### config.mk
export PLATFORM = sky130hd
export DESIGN_NAME = matmul_sequencer_module_flat
export DESIGN_NICKNAME = d
export VERILOG_FILES = /design/src/rtl/matmul_sequencer_module_if.sv /design/src/rtl/matmul_sequencer_module.sv /design/src/flat_wrapper.sv
export SDC_FILE = /design/constraint.sdc
export NUM_CORES = 1
export LEC_CHECK = 0
export ABC_CLOCK_PERIOD_IN_PS = 4500
export CAP_MARGIN = 0
export CORE_MARGIN = 4
export CORE_UTILIZATION = 52
export CTS_CLUSTER_SIZE = 24
export DETAILED_ROUTE_END_ITERATION = 8
export GPL_TIMING_DRIVEN = 1
export PLACE_DENSITY = 0.89
export SLEW_MARGIN = 0
export SYNTH_ARGS = -nofsm -noshare
export SYNTH_HDL_FRONTEND = slang
export SYNTH_SLANG_ARGS = --single-unit
### constraint.sdc
create_clock -name clk_i -period 4.5 [get_ports clk_i]
set_input_delay 0.9 -clock clk_i [delete_from_list [all_inputs] [get_ports clk_i]]
set_output_delay 0.9 -clock clk_i [all_outputs]
set_load 0.01 [all_outputs]
### src/rtl/matmul_sequencer_module_if.sv
// Purpose: bundles the sequencer's control, multiplier and scratchpad signals.
// Latency: none, wiring only; the slave modport is the sequencer itself.
// Backpressure: none; the multiplier signals completion with mul_finish_i.
interface matmul_sequencer_module_if #(
    parameter int DATA_WIDTH = 8,
    parameter int BUS_WIDTH  = 16
);
    localparam int MAX_DIM = BUS_WIDTH / DATA_WIDTH;

    // Host control
    logic                                  go_i;
    logic                                  abort_i;
    logic [1:0]                            n_dim_i;
    logic [1:0]                            k_dim_i;
    logic [1:0]                            m_dim_i;
    logic                                  mode_i;
    logic [1:0]                            bank_i;
    // Multiplier side
    logic                                  mul_finish_i;
    logic [MAX_DIM*MAX_DIM*BUS_WIDTH-1:0]  mul_c_i;
    logic [MAX_DIM*MAX_DIM-1:0]            mul_flags_i;
    logic                                  mul_start_o;
    logic                                  mul_mode_o;
    logic [1:0]                            mul_n_o;
    logic [1:0]                            mul_k_o;
    logic [1:0]                            mul_m_o;
    // Scratchpad write port
    logic                                  sp_wr_en_o;
    logic [3:0]                            sp_addr_o;
    logic [MAX_DIM*BUS_WIDTH-1:0]          sp_data_o;
    // Status
    logic                                  busy_o;
    logic                                  done_o;
    logic [MAX_DIM*MAX_DIM-1:0]            flags_o;
    logic                                  error_o;

    modport slave (
        input  go_i, abort_i, n_dim_i, k_dim_i, m_dim_i, mode_i, bank_i,
               mul_finish_i, mul_c_i, mul_flags_i,
        output mul_start_o, mul_mode_o, mul_n_o, mul_k_o, mul_m_o,
               sp_wr_en_o, sp_addr_o, sp_data_o,
               busy_o, done_o, flags_o, error_o
    );

    modport master (
        output go_i, abort_i, n_dim_i, k_dim_i, m_dim_i, mode_i, bank_i,
               mul_finish_i, mul_c_i, mul_flags_i,
        input  mul_start_o, mul_mode_o, mul_n_o, mul_k_o, mul_m_o,
               sp_wr_en_o, sp_addr_o, sp_data_o,
               busy_o, done_o, flags_o, error_o
    );
endinterface

### src/rtl/matmul_sequencer_module.sv
// Purpose: runs one matrix multiply, then streams the result rows into a scratchpad bank.
// Latency: go accepted -> done_o = RUN cycles + (m+1) write cycles + 1; all outputs registered.
// Backpressure: none; the RUN phase is bounded by a TIMEOUT watchdog, and abort_i cancels any phase.
module matmul_sequencer_module #(
    parameter int DATA_WIDTH = 8,
    parameter int BUS_WIDTH  = 16,
    parameter int TIMEOUT    = 16
) (
    input logic                        clk_i,
    input logic                        rst_ni,
    matmul_sequencer_module_if.slave   bus
);
    localparam int MAX_DIM = BUS_WIDTH / DATA_WIDTH;
    localparam int WORD_W  = MAX_DIM * BUS_WIDTH;
    localparam int RES_W   = MAX_DIM * WORD_W;
    localparam int FLG_W   = MAX_DIM * MAX_DIM;
    localparam int WD_W    = $clog2(TIMEOUT + 1);
    localparam logic [WD_W-1:0] WD_LIMIT = WD_W'(TIMEOUT);

    typedef enum logic [1:0] {S_IDLE, S_RUN, S_WRITE, S_DONE} state_e;

    state_e            state_q, state_d;
    logic [WD_W-1:0]   wd_q, wd_d;
    logic [1:0]        word_q, word_d;
    logic [RES_W-1:0]  result_q, result_d;
    logic              start_q, start_d;
    logic              mode_q, mode_d;
    logic [1:0]        n_q, n_d, k_q, k_d, m_q, m_d, bank_q, bank_d;
    logic              wr_en_q, wr_en_d;
    logic [3:0]        addr_q, addr_d;
    logic [WORD_W-1:0] data_q, data_d;
    logic              busy_q, busy_d;
    logic              done_q, done_d;
    logic [FLG_W-1:0]  flags_q, flags_d;
    logic              error_q, error_d;

    logic [WD_W-1:0]   wd_inc;
    logic [1:0]        word_nxt;

    assign wd_inc   = wd_q + 1'b1;
    assign word_nxt = word_q + 2'd1;

    // Row words beyond MAX_DIM have no result data behind them and read as zero.
    function automatic logic [WORD_W-1:0] pick_word(input logic [RES_W-1:0] vec,
                                                    input logic [1:0]       idx);
        pick_word = '0;
        for (int i = 0; i < MAX_DIM; i++) begin
            if (int'(idx) == i) pick_word = vec[i*WORD_W +: WORD_W];
        end
    endfunction

    // Next-state and registered-output logic; abort beats finish beats timeout beats go.
    always_comb begin
        state_d  = state_q;
        wd_d     = wd_q;
        word_d   = word_q;
        result_d = result_q;
        start_d  = start_q;
        mode_d   = mode_q;
        n_d      = n_q;
        k_d      = k_q;
        m_d      = m_q;
        bank_d   = bank_q;
        busy_d   = busy_q;
        flags_d  = flags_q;
        error_d  = error_q;
        wr_en_d  = 1'b0;
        addr_d   = '0;
        data_d   = '0;
        done_d   = 1'b0;

        unique case (state_q)
            S_IDLE: begin
                if (bus.go_i && !bus.abort_i) begin
                    state_d = S_RUN;
                    start_d = 1'b1;
                    busy_d  = 1'b1;
                    n_d     = bus.n_dim_i;
                    k_d     = bus.k_dim_i;
                    m_d     = bus.m_dim_i;
                    mode_d  = bus.mode_i;
                    bank_d  = bus.bank_i;
                    flags_d = '0;
                    error_d = 1'b0;
                    wd_d    = '0;
                end
            end
            S_RUN: begin
                if (bus.abort_i) begin
                    state_d = S_IDLE;
                    start_d = 1'b0;
                    busy_d  = 1'b0;
                end else if (bus.mul_finish_i) begin
                    // Word 0 is issued on the capture edge, straight from the bus.
                    state_d  = S_WRITE;
                    start_d  = 1'b0;
                    result_d = bus.mul_c_i;
                    flags_d  = flags_q | bus.mul_flags_i;
                    word_d   = 2'd0;
                    wr_en_d  = 1'b1;
                    addr_d   = {bank_q, 2'd0};
                    data_d   = pick_word(bus.mul_c_i, 2'd0);
                end else if (wd_inc == WD_LIMIT) begin
                    state_d = S_DONE;
                    start_d = 1'b0;
                    error_d = 1'b1;
                    done_d  = 1'b1;
                    wd_d    = wd_inc;
                end else begin
                    wd_d = wd_inc;
                end
            end
            S_WRITE: begin
                if (bus.abort_i) begin
                    state_d = S_IDLE;
                    busy_d  = 1'b0;
                end else if (word_q == m_q) begin
                    state_d = S_DONE;
                    done_d  = 1'b1;
                end else begin
                    word_d  = word_nxt;
                    wr_en_d = 1'b1;
                    addr_d  = {bank_q, word_nxt};
                    data_d  = pick_word(result_q, word_nxt);
                end
            end
            S_DONE: begin
                // done_o lasts one cycle whether or not abort_i is raised here.
                state_d = S_IDLE;
                busy_d  = 1'b0;
            end
            default: begin
                state_d = S_IDLE;
                start_d = 1'b0;
                busy_d  = 1'b0;
            end
        endcase
    end

    // State and output registers, cleared by the synchronous reset.
    always_ff @(posedge clk_i) begin
        if (!rst_ni) begin
            state_q  <= S_IDLE;
            wd_q     <= '0;
            word_q   <= '0;
            result_q <= '0;
            start_q  <= 1'b0;
            mode_q   <= 1'b0;
            n_q      <= '0;
            k_q      <= '0;
            m_q      <= '0;
            bank_q   <= '0;
            wr_en_q  <= 1'b0;
            addr_q   <= '0;
            data_q   <= '0;
            busy_q   <= 1'b0;
            done_q   <= 1'b0;
            flags_q  <= '0;
            error_q  <= 1'b0;
        end else begin
            state_q  <= state_d;
            wd_q     <= wd_d;
            word_q   <= word_d;
            result_q <= result_d;
            start_q  <= start_d;
            mode_q   <= mode_d;
            n_q      <= n_d;
            k_q      <= k_d;
            m_q      <= m_d;
            bank_q   <= bank_d;
            wr_en_q  <= wr_en_d;
            addr_q   <= addr_d;
            data_q   <= data_d;
            busy_q   <= busy_d;
            done_q   <= done_d;
            flags_q  <= flags_d;
            error_q  <= error_d;
        end
    end

    assign bus.mul_start_o = start_q;
    assign bus.mul_mode_o  = mode_q;
    assign bus.mul_n_o     = n_q;
    assign bus.mul_k_o     = k_q;
    assign bus.mul_m_o     = m_q;
    assign bus.sp_wr_en_o  = wr_en_q;
    assign bus.sp_addr_o   = addr_q;
    assign bus.sp_data_o   = data_q;
    assign bus.busy_o      = busy_q;
    assign bus.done_o      = done_q;
    assign bus.flags_o     = flags_q;
    assign bus.error_o     = error_q;
endmodule

### src/flat_wrapper.sv
// flat-port wrapper written by rule: the top's interface ports become plain ports
module matmul_sequencer_module_flat 
#(
    parameter int DATA_WIDTH = 8,
    parameter int BUS_WIDTH  = 16,
    parameter int TIMEOUT    = 16
)
  (clk_i, rst_ni, bus_go_i, bus_abort_i, bus_n_dim_i, bus_k_dim_i, bus_m_dim_i, bus_mode_i, bus_bank_i, bus_mul_finish_i, bus_mul_c_i, bus_mul_flags_i, bus_mul_start_o, bus_mul_mode_o, bus_mul_n_o, bus_mul_k_o, bus_mul_m_o, bus_sp_wr_en_o, bus_sp_addr_o, bus_sp_data_o, bus_busy_o, bus_done_o, bus_flags_o, bus_error_o);
  matmul_sequencer_module_if #(.DATA_WIDTH(DATA_WIDTH), .BUS_WIDTH(BUS_WIDTH)) bus_i ();
  input logic clk_i;
  input logic rst_ni;
  input wire logic [$bits(bus_i.go_i)-1:0] bus_go_i;
  input wire logic [$bits(bus_i.abort_i)-1:0] bus_abort_i;
  input wire logic [$bits(bus_i.n_dim_i)-1:0] bus_n_dim_i;
  input wire logic [$bits(bus_i.k_dim_i)-1:0] bus_k_dim_i;
  input wire logic [$bits(bus_i.m_dim_i)-1:0] bus_m_dim_i;
  input wire logic [$bits(bus_i.mode_i)-1:0] bus_mode_i;
  input wire logic [$bits(bus_i.bank_i)-1:0] bus_bank_i;
  input wire logic [$bits(bus_i.mul_finish_i)-1:0] bus_mul_finish_i;
  input wire logic [$bits(bus_i.mul_c_i)-1:0] bus_mul_c_i;
  input wire logic [$bits(bus_i.mul_flags_i)-1:0] bus_mul_flags_i;
  output wire logic [$bits(bus_i.mul_start_o)-1:0] bus_mul_start_o;
  output wire logic [$bits(bus_i.mul_mode_o)-1:0] bus_mul_mode_o;
  output wire logic [$bits(bus_i.mul_n_o)-1:0] bus_mul_n_o;
  output wire logic [$bits(bus_i.mul_k_o)-1:0] bus_mul_k_o;
  output wire logic [$bits(bus_i.mul_m_o)-1:0] bus_mul_m_o;
  output wire logic [$bits(bus_i.sp_wr_en_o)-1:0] bus_sp_wr_en_o;
  output wire logic [$bits(bus_i.sp_addr_o)-1:0] bus_sp_addr_o;
  output wire logic [$bits(bus_i.sp_data_o)-1:0] bus_sp_data_o;
  output wire logic [$bits(bus_i.busy_o)-1:0] bus_busy_o;
  output wire logic [$bits(bus_i.done_o)-1:0] bus_done_o;
  output wire logic [$bits(bus_i.flags_o)-1:0] bus_flags_o;
  output wire logic [$bits(bus_i.error_o)-1:0] bus_error_o;
  assign bus_i.go_i = bus_go_i;
  assign bus_i.abort_i = bus_abort_i;
  assign bus_i.n_dim_i = bus_n_dim_i;
  assign bus_i.k_dim_i = bus_k_dim_i;
  assign bus_i.m_dim_i = bus_m_dim_i;
  assign bus_i.mode_i = bus_mode_i;
  assign bus_i.bank_i = bus_bank_i;
  assign bus_i.mul_finish_i = bus_mul_finish_i;
  assign bus_i.mul_c_i = bus_mul_c_i;
  assign bus_i.mul_flags_i = bus_mul_flags_i;
  assign bus_mul_start_o = bus_i.mul_start_o;
  assign bus_mul_mode_o = bus_i.mul_mode_o;
  assign bus_mul_n_o = bus_i.mul_n_o;
  assign bus_mul_k_o = bus_i.mul_k_o;
  assign bus_mul_m_o = bus_i.mul_m_o;
  assign bus_sp_wr_en_o = bus_i.sp_wr_en_o;
  assign bus_sp_addr_o = bus_i.sp_addr_o;
  assign bus_sp_data_o = bus_i.sp_data_o;
  assign bus_busy_o = bus_i.busy_o;
  assign bus_done_o = bus_i.done_o;
  assign bus_flags_o = bus_i.flags_o;
  assign bus_error_o = bus_i.error_o;
  matmul_sequencer_module #(.DATA_WIDTH(DATA_WIDTH), .BUS_WIDTH(BUS_WIDTH), .TIMEOUT(TIMEOUT)) u_core (.clk_i(clk_i), .rst_ni(rst_ni), .bus(bus_i));
endmodule
; ---- Yosys cells after proc, flatten, opt, wreduce, memory -nomap -nowiden
; Index checks and enable logic that the tools add are counted.
[classes]
n_shift = 0
n_mul = 0
muxes = 55
n_bitwise = 2
reduce_logical = 16
eq_ne = 16
order_cmp = 0
div_mod_pow = 0
n_addsub = 2
[op_table]
columns = cell, count
row1 = 32-bit 2-to-1 mux, 6
row2 = 32-bit one-hot mux with 2 select lines, 1
row3 = 4-bit 2-to-1 mux, 7
row4 = 2-bit 2-to-1 mux, 10
row5 = 1-bit 2-to-1 mux, 18
row6 = 4-bit one-hot mux with 2 select lines, 2
row7 = 5-bit 2-to-1 mux, 3
row8 = "2-bit != test, second input constant", 5
row9 = 5-bit one-hot mux with 2 select lines, 1
row10 = 5-bit AND reduction, 2
row11 = 3-bit AND reduction, 3
row12 = 1-bit one-hot mux with 2 select lines, 4
row13 = 2-bit one-hot mux with 4 select lines, 1
row14 = 4-bit AND reduction, 2
row15 = "2-bit == test, second input constant", 3
row16 = "2-bit by 1-bit != test with 1-bit output, second input constant", 3
row17 = "5-bit by 1-bit adder with 5-bit output, second input constant", 1
row18 = "5-bit == test, second input constant", 1
row19 = 2-bit zero test, 2
row20 = "4-bit by 3-bit != test with 1-bit output, second input constant", 1
row21 = 4-bit OR, 1
row22 = 2-bit one-hot mux with 2 select lines, 1
row23 = 2-bit AND reduction, 2
row24 = 2-bit nonzero test, 2
row25 = other kinds (9), 9
[totals]
output_inout_bits = 52
n_memories = 0
ramBits = 0
latchBits = 0
in_bits = 82
register_bits = 127
mem_bits_ro = 0
elab_cells = 108

; ---- Depth between registers and ports, before layout
; Gate-level depths: netlist of run 1.
[logic_depth]
word_depth = 7
depth_mapped = 9
depth_no_buf = 7

; ---- Worst setup path after synthesis of run 1
; No wires, ideal clock.
[synth_timing]
path_type = input port to flip-flop
start = input bus_abort_i
end = register u_core.state_q[0]
t_arrival_ps = 1883
setup_time_ps = 119
path_stages = 5
path_buffers = 2
path_slack_ps = 2498
required_ps = 4381
path_cell_list = buf_2 buf_1 o21ai_0 o311a_1 o221a_2
[synth_between]
elab_chain_cells = 4
word_cells_on_any_way = 9
cone_classes = eq/ne (3) / mux (3) / reduce/logical (3)
[synth_lines]
columns = element, line_no
row1 = from (decl), flat_wrapper.sv:13  ; input wire logic [$bits(bus_i.abort_i)-1:0] bus_abort_i;
row2 = 1-bit zero test, matmul_sequencer_module.sv:74  ; if (bus.go_i && !bus.abort_i) begin
row3 = 1-bit logical AND, matmul_sequencer_module.sv:74
row4 = 2-bit by 1-bit != test with 1-bit output (no line), n/a
row5 = 3-bit AND reduction (no line), n/a
row6 = to (signal assigned), matmul_sequencer_module.sv:161  ; state_q <= state_d;
row7 = to (decl), matmul_sequencer_module.sv:22  ; state_e state_q, state_d;
; Several ways; a longest one is shown, not always the timed one.
; A chain may end at the register's enable or synchronous reset.

; ---- Worst setup path in the final report of run 1
[layout_timing]
start = input bus_abort_i
end = register u_core.result_q[57]
[layout_between]
elab_chain_cells = 2
[layout_lines]
columns = element, line_no
row1 = 1-bit NOT (no line), n/a
row2 = 3-bit AND reduction (no line), n/a
row3 = to (signal assigned), matmul_sequencer_module.sv:164  ; result_q <= result_d;
row4 = to (decl), matmul_sequencer_module.sv:25  ; logic [RES_W-1:0] result_q, result_d;
; No other way between the ends.

==> impl_metrics.toml, run 1 <==
[status]
status = "completed"

[route]
routed.top_layer = "met4"
drt-pass1-iter-count = 5
detail_route.wirelength_um = 13550
vias_per_cell = 5.352
met2WireLength_um = 6728
route.detailed.wl_per_inst_um = 15.16
drt-initial-drc-count = 183
drt_drc_violations_left = 0
vias = 4785
wirelength_met1_um = 5565
met3_length_um = 965
postRouteAntennaNets = 0

[critical_path]
worst_setup_path_end_kind = "register"
worstPathMaxFanout = 35
r2r_slack_ps = 1940
worst-endpoint-required_ps = 4930
worstSetupStartpointType = "input pin"
path_class = "in2reg"
cp_arrival_ps = 3190

[timing]
slew_violations = 0
timing.max_slew.rel_slack_pct = 27.92
grt_setup_unrepaired = "false"
timing.clock.skew_ps = 8.776
tightest_slew_ps = 1081
setup_viol = 0
final_hold_viol_count = 0
post-route-worst-setup-slack_ps = 1735
min_period_over_period_pct = 61.45
totalNegativeSetupSlack_ps = 0
timing.fmax_mhz = 361.7
finalWorstPathRequiredPeriod_ps = 2765

[cts]
cts-htree-levels = 4
postCtsSetupRepairBufs = 0
clkTransAtPathRegs_ps = 60
max-clock-path-buffers = 2
insertion_delay_ps = 520
cts.hold.buffers_added = 0
cts_buffers = 17
cts_resizes = 0
clock_sinks = 127
ctsRootBufferMaster = "clkbuf_8"
cts_tree = "yes"

[synthesis]
syn-num-nets = 725
synth.largest_area_cell = "dfxtp_1"
synth_enable_flop_cells = 0
syn_area_per_cell_um2 = 8.049
yosys_warnings = 0
synth.cell_area_um2 = 5127
synth_top_flop_cell = "dfxtp_1"
post_synth_num_cell_types = 42
cells_after_synth = 637
netlist_top_cells_area = "dfxtp_1 (50%), nand2_1 (17%), a21boi_0 (9.2%)"
ys_seq_elements = 127
asyncSetResetFlopFracSynth_pct = 0
post-synth-top-area-fraction_pct = 49.59
synth_sequential_area_ratio_pct = 49.59

[finish]
insertedDiodeCount = 0
cell_area_after_layout_um2 = 7094
area.sequential_um2 = 2542
n_fill_cell = 679
synthToLayoutAreaGrowth_pct = 38.36
area_taken_by_multi_input_logic_gates_um2 = 2377
fin_util_pct = 75.35
design.final.nets = 840
post_route_cells_drive_above_1_share_pct = 6.144

[floorplanning]
rows = 35
design.core.area_um2 = 9415
design.portCount = 134
die-height_um = 107.3
fp.dieArea_um2 = 11510
floorplan.die.width_um = 107.3
initial_utilization_pct = 54.46

[grt]
gr-usage-all-layers_pct = 23.96
antenna_found_initial = 0
number_of_global_route_vias_before_repair = 4832
grt_pass1_wl_um = 22190
grt_max_degree = 65
gr-total-overflow = 0

[placement]
place_area_um2 = 6475
hpwl_um = 8803
place_ws_ps = 1253
place_congestion = 0.8092
port-buffer-count = 133

[pwr]
power_density_nw_per_um2 = 402.1
max-vdd-ir-drop_uv = 258.2
cellLeakagePower_nw = 2.406

[run]
max-cap-violations = 0

[min_path]
min-delay-path-class = "reg2reg"
[metal layers]
metal | vias up | track usage [%]
li1 | 2317 | -
met1 | 2228 | 27.95
met2 | 208 | 41.02
met3 | 32 | 6.239
met4 | 0 | 11.05
met5 | - | 0
[logic make-up after synthesis]
kind of cell | synth area share, %
multiplexers | 1.952
AO/OA/AOI/OAI | 19.77
buffers and inverters | 4.197
flip-flops | 49.59
adder cells (fa/ha/maj) | 1.464
XOR/XNOR | 0.5125
AND/OR/NAND/NOR | 22.52
[cell type report]
class                   count  share of cell area (%)
multi-input cells         461                   33.51
clock inverters            13                   2.646
flip-flops and latches    127                   35.84
well taps                 129                   2.275
inverters                   6                  0.3175
clock buffers              19                   6.085
repair buffers            139                   19.33
[power breakdown]
| group | switching [W] | leakage, nW | total [W] | internal [W] |
|---|---|---|---|---|
| sequential | 0.0000189 | 1.03 | 0.00118 | 0.00116 |
| clock | 0.000505 | 0.294 | 0.00142 | 0.000916 |
| combinational | 0.000124 | 1.08 | 0.000255 | 0.000131 |
| total | 0.000648 | 2.41 | 0.00285 | 0.00220 |
[through the flow]
stage | total power (W) | hold WS, ps | cells
after global routing | 0.002952 | 488.3 | 894
after CTS | 0.002866 | 459.8 | 894
after global placement | 0.001438 | 440.3 | 862
final | 0.002852 | 459.4 | 894
after floorplan | 0.001324 | 429.5 | 637
after detailed placement | 0.001450 | 451.2 | 862
[registers in the layout (all words and copies together), names as in the netlist]
| signal | cells |
|---|---|
| u_core.result_q | 64 |
| u_core.bus.sp_data_o | 32 |
| u_core.wd_q | 5 |
| u_core.bus.flags_o | 4 |
| u_core.bus.sp_addr_o | 4 |
| u_core.bank_q | 2 |
| u_core.bus.mul_k_o | 2 |
| u_core.bus.mul_m_o | 2 |
| u_core.bus.mul_n_o | 2 |
| u_core.state_q | 2 |
| u_core.word_q | 2 |
| u_core.bus.busy_o | 1 |
| u_core.bus.done_o | 1 |
| u_core.bus.error_o | 1 |
| u_core.bus.mul_mode_o | 1 |
| u_core.bus.mul_start_o | 1 |
| u_core.bus.sp_wr_en_o | 1 |
[worst max-delay path: stages]
cell             delay [ps]
clkdlybuf4s50_1         890
or2_2                   680
buf_4                   420
nand2_1                  90
a21boi_0                200
[cell usage in the layout (no fill, tap or decap), drive strengths merged, types with 2 or more instances in the layout]
cell type	Yosys	layout
a21oi	45	45
clkdlybuf4s50	0	132
mux2i	10	10
clkinvlp	0	3
inv	6	7
and2	3	3
o21ai	38	38
nand3	4	4
nand2	235	235
nor2	13	13
nor3	4	4
nor2b	14	14
ha	6	6
clkbuf	21	19
dfxtp	127	127
buf	22	7
a21boi	66	66
clkinv	0	5
nand2b	3	3
xnor2	2	2
bufinv	0	4
[final timing paths]
kind	end	cells after the start	start
max reg2reg	u_core.result_q[24]$_SDFFE_PN0P_	7	u_core.state_q[1]$_SDFFE_PN0P_
max	u_core.result_q[57]$_SDFFE_PN0P_	5	bus_abort_i
min reg2reg	u_core.result_q[3]$_SDFFE_PN0P_	2	u_core.result_q[3]$_SDFFE_PN0P_
min	u_core.result_q[3]$_SDFFE_PN0P_	2	u_core.result_q[3]$_SDFFE_PN0P_
[Yosys cell counts (6+ instances only)]
master / count
nand2_1: 235
dfxtp_1: 127
a21boi_0: 63
a21oi_1: 44
o21ai_0: 36
clkbuf_1: 21
buf_2: 16
nor2b_1: 14
nor2_1: 12
mux2i_1: 10
ha_1: 6
inv_1: 6
Power figures use the tool's default switching activity.
==> run 2, diff against run 1 <==
- ABC_CLOCK_PERIOD_IN_PS: 4500 -> 2800
- CORE_UTILIZATION: 52 -> 49
- PLACE_DENSITY: 0.89 -> 0.84
- clock period: 4.5 -> 2.8 ns (I/O delays scaled with it)
==> run 2 against run 1 <==
Against the previous run: sequential cell count stayed put; final cell count is 1.6% higher; largest power group unchanged; combinational power is 64% higher; power is 55% higher; critical path type is now reg2out; clock-buffer cell count stayed put.
==> impl_metrics.toml, run 2 (synthesis results as in run 1) <==
[timing]
grt_setup_unrepaired = "false"
min_period_over_period_pct = 74.86
slew_violations = 0
timing.fmax_mhz = 477.1
fin_hold_ws_ps = 465.5
final_hold_viol_count = 0
tightest_slew_ps = 816.6
setup_viol = 0
timing.clock.skew_ps = 7.711
finalWorstPathRequiredPeriod_ps = 2096
timing.max_slew.rel_slack_pct = 45.56
totalNegativeSetupSlack_ps = 0

[critical_path]
critical_path.reg2reg.startpoint = "u_core.word_q[0]$_SDFFE_PN0P_"
cp_arrival_ps = 1540
critical_path.slowest_cell = "clkdlybuf4s50_1"
crit_family = "buffers and inverters"
rr_worst_depth = 7
worst-path-stages = 1
worstPathMaxFanout = 3
regToRegEndpoint = "u_core.bus.sp_data_o[28]$_SDFF_PN0_"
path_buf_inv = 1
worst-endpoint-required_ps = 2240
path_class = "reg2out"
crit_path_cell_trace = "clkdlybuf4s50_1"
worstSetupStartpointType = "register"
critical-path-max-stage-delay_ps = 580
r2r_slack_ps = 790
startpoint = "u_core.bus.mul_m_o[1]$_SDFFE_PN0P_"
timing.critical_path.to = "bus_mul_m_o[1]"
worst_setup_path_end_kind = "primary output"

[route]
vias_per_cell = 5.193
vias = 4715
drt-pass1-iter-count = 5
routed.top_layer = "met4"
detail_route.wirelength_um = 13310
drt-initial-drc-count = 234
drt_drc_violations_left = 0
wirelength_met1_um = 5579
met3_length_um = 974
met2WireLength_um = 6574
postRouteAntennaNets = 0
route.detailed.wl_per_inst_um = 14.66

[grt]
grt_pass1_wl_um = 21420
gr-total-overflow = 0
gr-usage-all-layers_pct = 22.50
grt_max_degree = 51
number_of_global_route_vias_before_repair = 4635
antenna_found_initial = 0

[placement]
port-buffer-count = 133
hpwl_um = 8938
place_area_um2 = 6549
place_congestion = 0.8196

[pwr]
cellLeakagePower_nw = 2.417
max-vdd-ir-drop_uv = 348.7
power_density_nw_per_um2 = 619.7

[floorplanning]
fp.dieArea_um2 = 12170
die-height_um = 110.3
initial_utilization_pct = 49.89
design.portCount = 134
floorplan.die.width_um = 110.3
design.core.area_um2 = 10280
rows = 37

[finish]
insertedDiodeCount = 0
cell_area_after_layout_um2 = 7128
fin_util_pct = 69.36
layout_commonest_cell = "nand2_1"
design.final.nets = 847
area.sequential_um2 = 2542
top_register = "u_core.result_q"
synthToLayoutAreaGrowth_pct = 39.02
largest_register_ffs = 64
post_route_cells_drive_above_1_share_pct = 7.124
area_taken_by_multi_input_logic_gates_um2 = 2377
final_cell_mix = "nand2_1 (235), clkdlybuf4s50_1 (132), dfxtp_1 (127)"
n_fill_cell = 849

[cts]
postCtsSetupRepairBufs = 0
insertion_delay_ps = 520
cts-htree-levels = 4
cts_resizes = 0
cts_buffers = 17
cts.hold.buffers_added = 0
max-clock-path-buffers = 2
clkTransAtPathRegs_ps = 60
clock_sinks = 127
ctsRootBufferMaster = "clkbuf_8"
cts_tree = "yes"

[run]
max-cap-violations = 0

[status]
status = "completed"

[min_path]
min-delay-path-class = "reg2reg"
## run 2: worst min-delay path by stage
stage                                    start                            endpoint  slack (ps)  depth (start not counted)
5_1_grt        u_core.result_q[3]$_SDFFE_PN0P_     u_core.result_q[3]$_SDFFE_PN0P_         480                          2
3_3_place_gp   u_core.result_q[3]$_SDFFE_PN0P_     u_core.result_q[3]$_SDFFE_PN0P_         440                          2
6_report       u_core.result_q[7]$_SDFFE_PN0P_     u_core.result_q[7]$_SDFFE_PN0P_         470                          2
4_1_cts        u_core.result_q[3]$_SDFFE_PN0P_     u_core.result_q[3]$_SDFFE_PN0P_         470                          2
2_1_floorplan    u_core.bank_q[0]$_SDFFE_PN0P_  u_core.bus.sp_addr_o[2]$_SDFF_PN0_         430                          1
3_5_place_dp     u_core.bank_q[1]$_SDFFE_PN0P_  u_core.bus.sp_addr_o[3]$_SDFF_PN0_         450                          1
## run 2: worst register-to-register path: cells and delay by family, from the launching register on
| kind | cells | cell delay [ps] |
|---|---|---|
| flip-flops | 1 | 360 |
| buffers and inverters | 2 | 440 |
| AO/OA/AOI/OAI | 2 | 260 |
| AND/OR/NAND/NOR | 2 | 170 |
| adder cells (fa/ha/maj) | 1 | 720 |
## run 2: layout make-up
class	count	area share [%]
Clock inverter	13	1.931
Sequential cell	127	35.67
Multi-Input combinational cell	461	33.35
Tap cell	136	2.387
Inverter	6	0.3160
Timing Repair Buffer	146	20.15
Clock buffer	19	6.196
## run 2: layer usage
layer  track usage, %  vias to the layer above
met5                0                        -
met4            7.740                        0
met3            7.222                       19
met2            38.26                      158
met1            26.79                     2201
li1                 -                     2337
## run 2: through the flow
stage	setup WS, ps	total power (W)	instances
floorplan	1138	0.002127	637
global placement	523.7	0.002325	876
detailed placement	401.3	0.002341	876
CTS	693.3	0.004439	908
global route	516.6	0.004587	908
finish	704.0	0.004417	908
## run 2: power by group
group,switching (W),internal (W),leakage (nW)
combinational,0.000199,0.000218,1.12
clock,0.000801,0.00131,0.268
sequential,0.0000289,0.00186,1.03
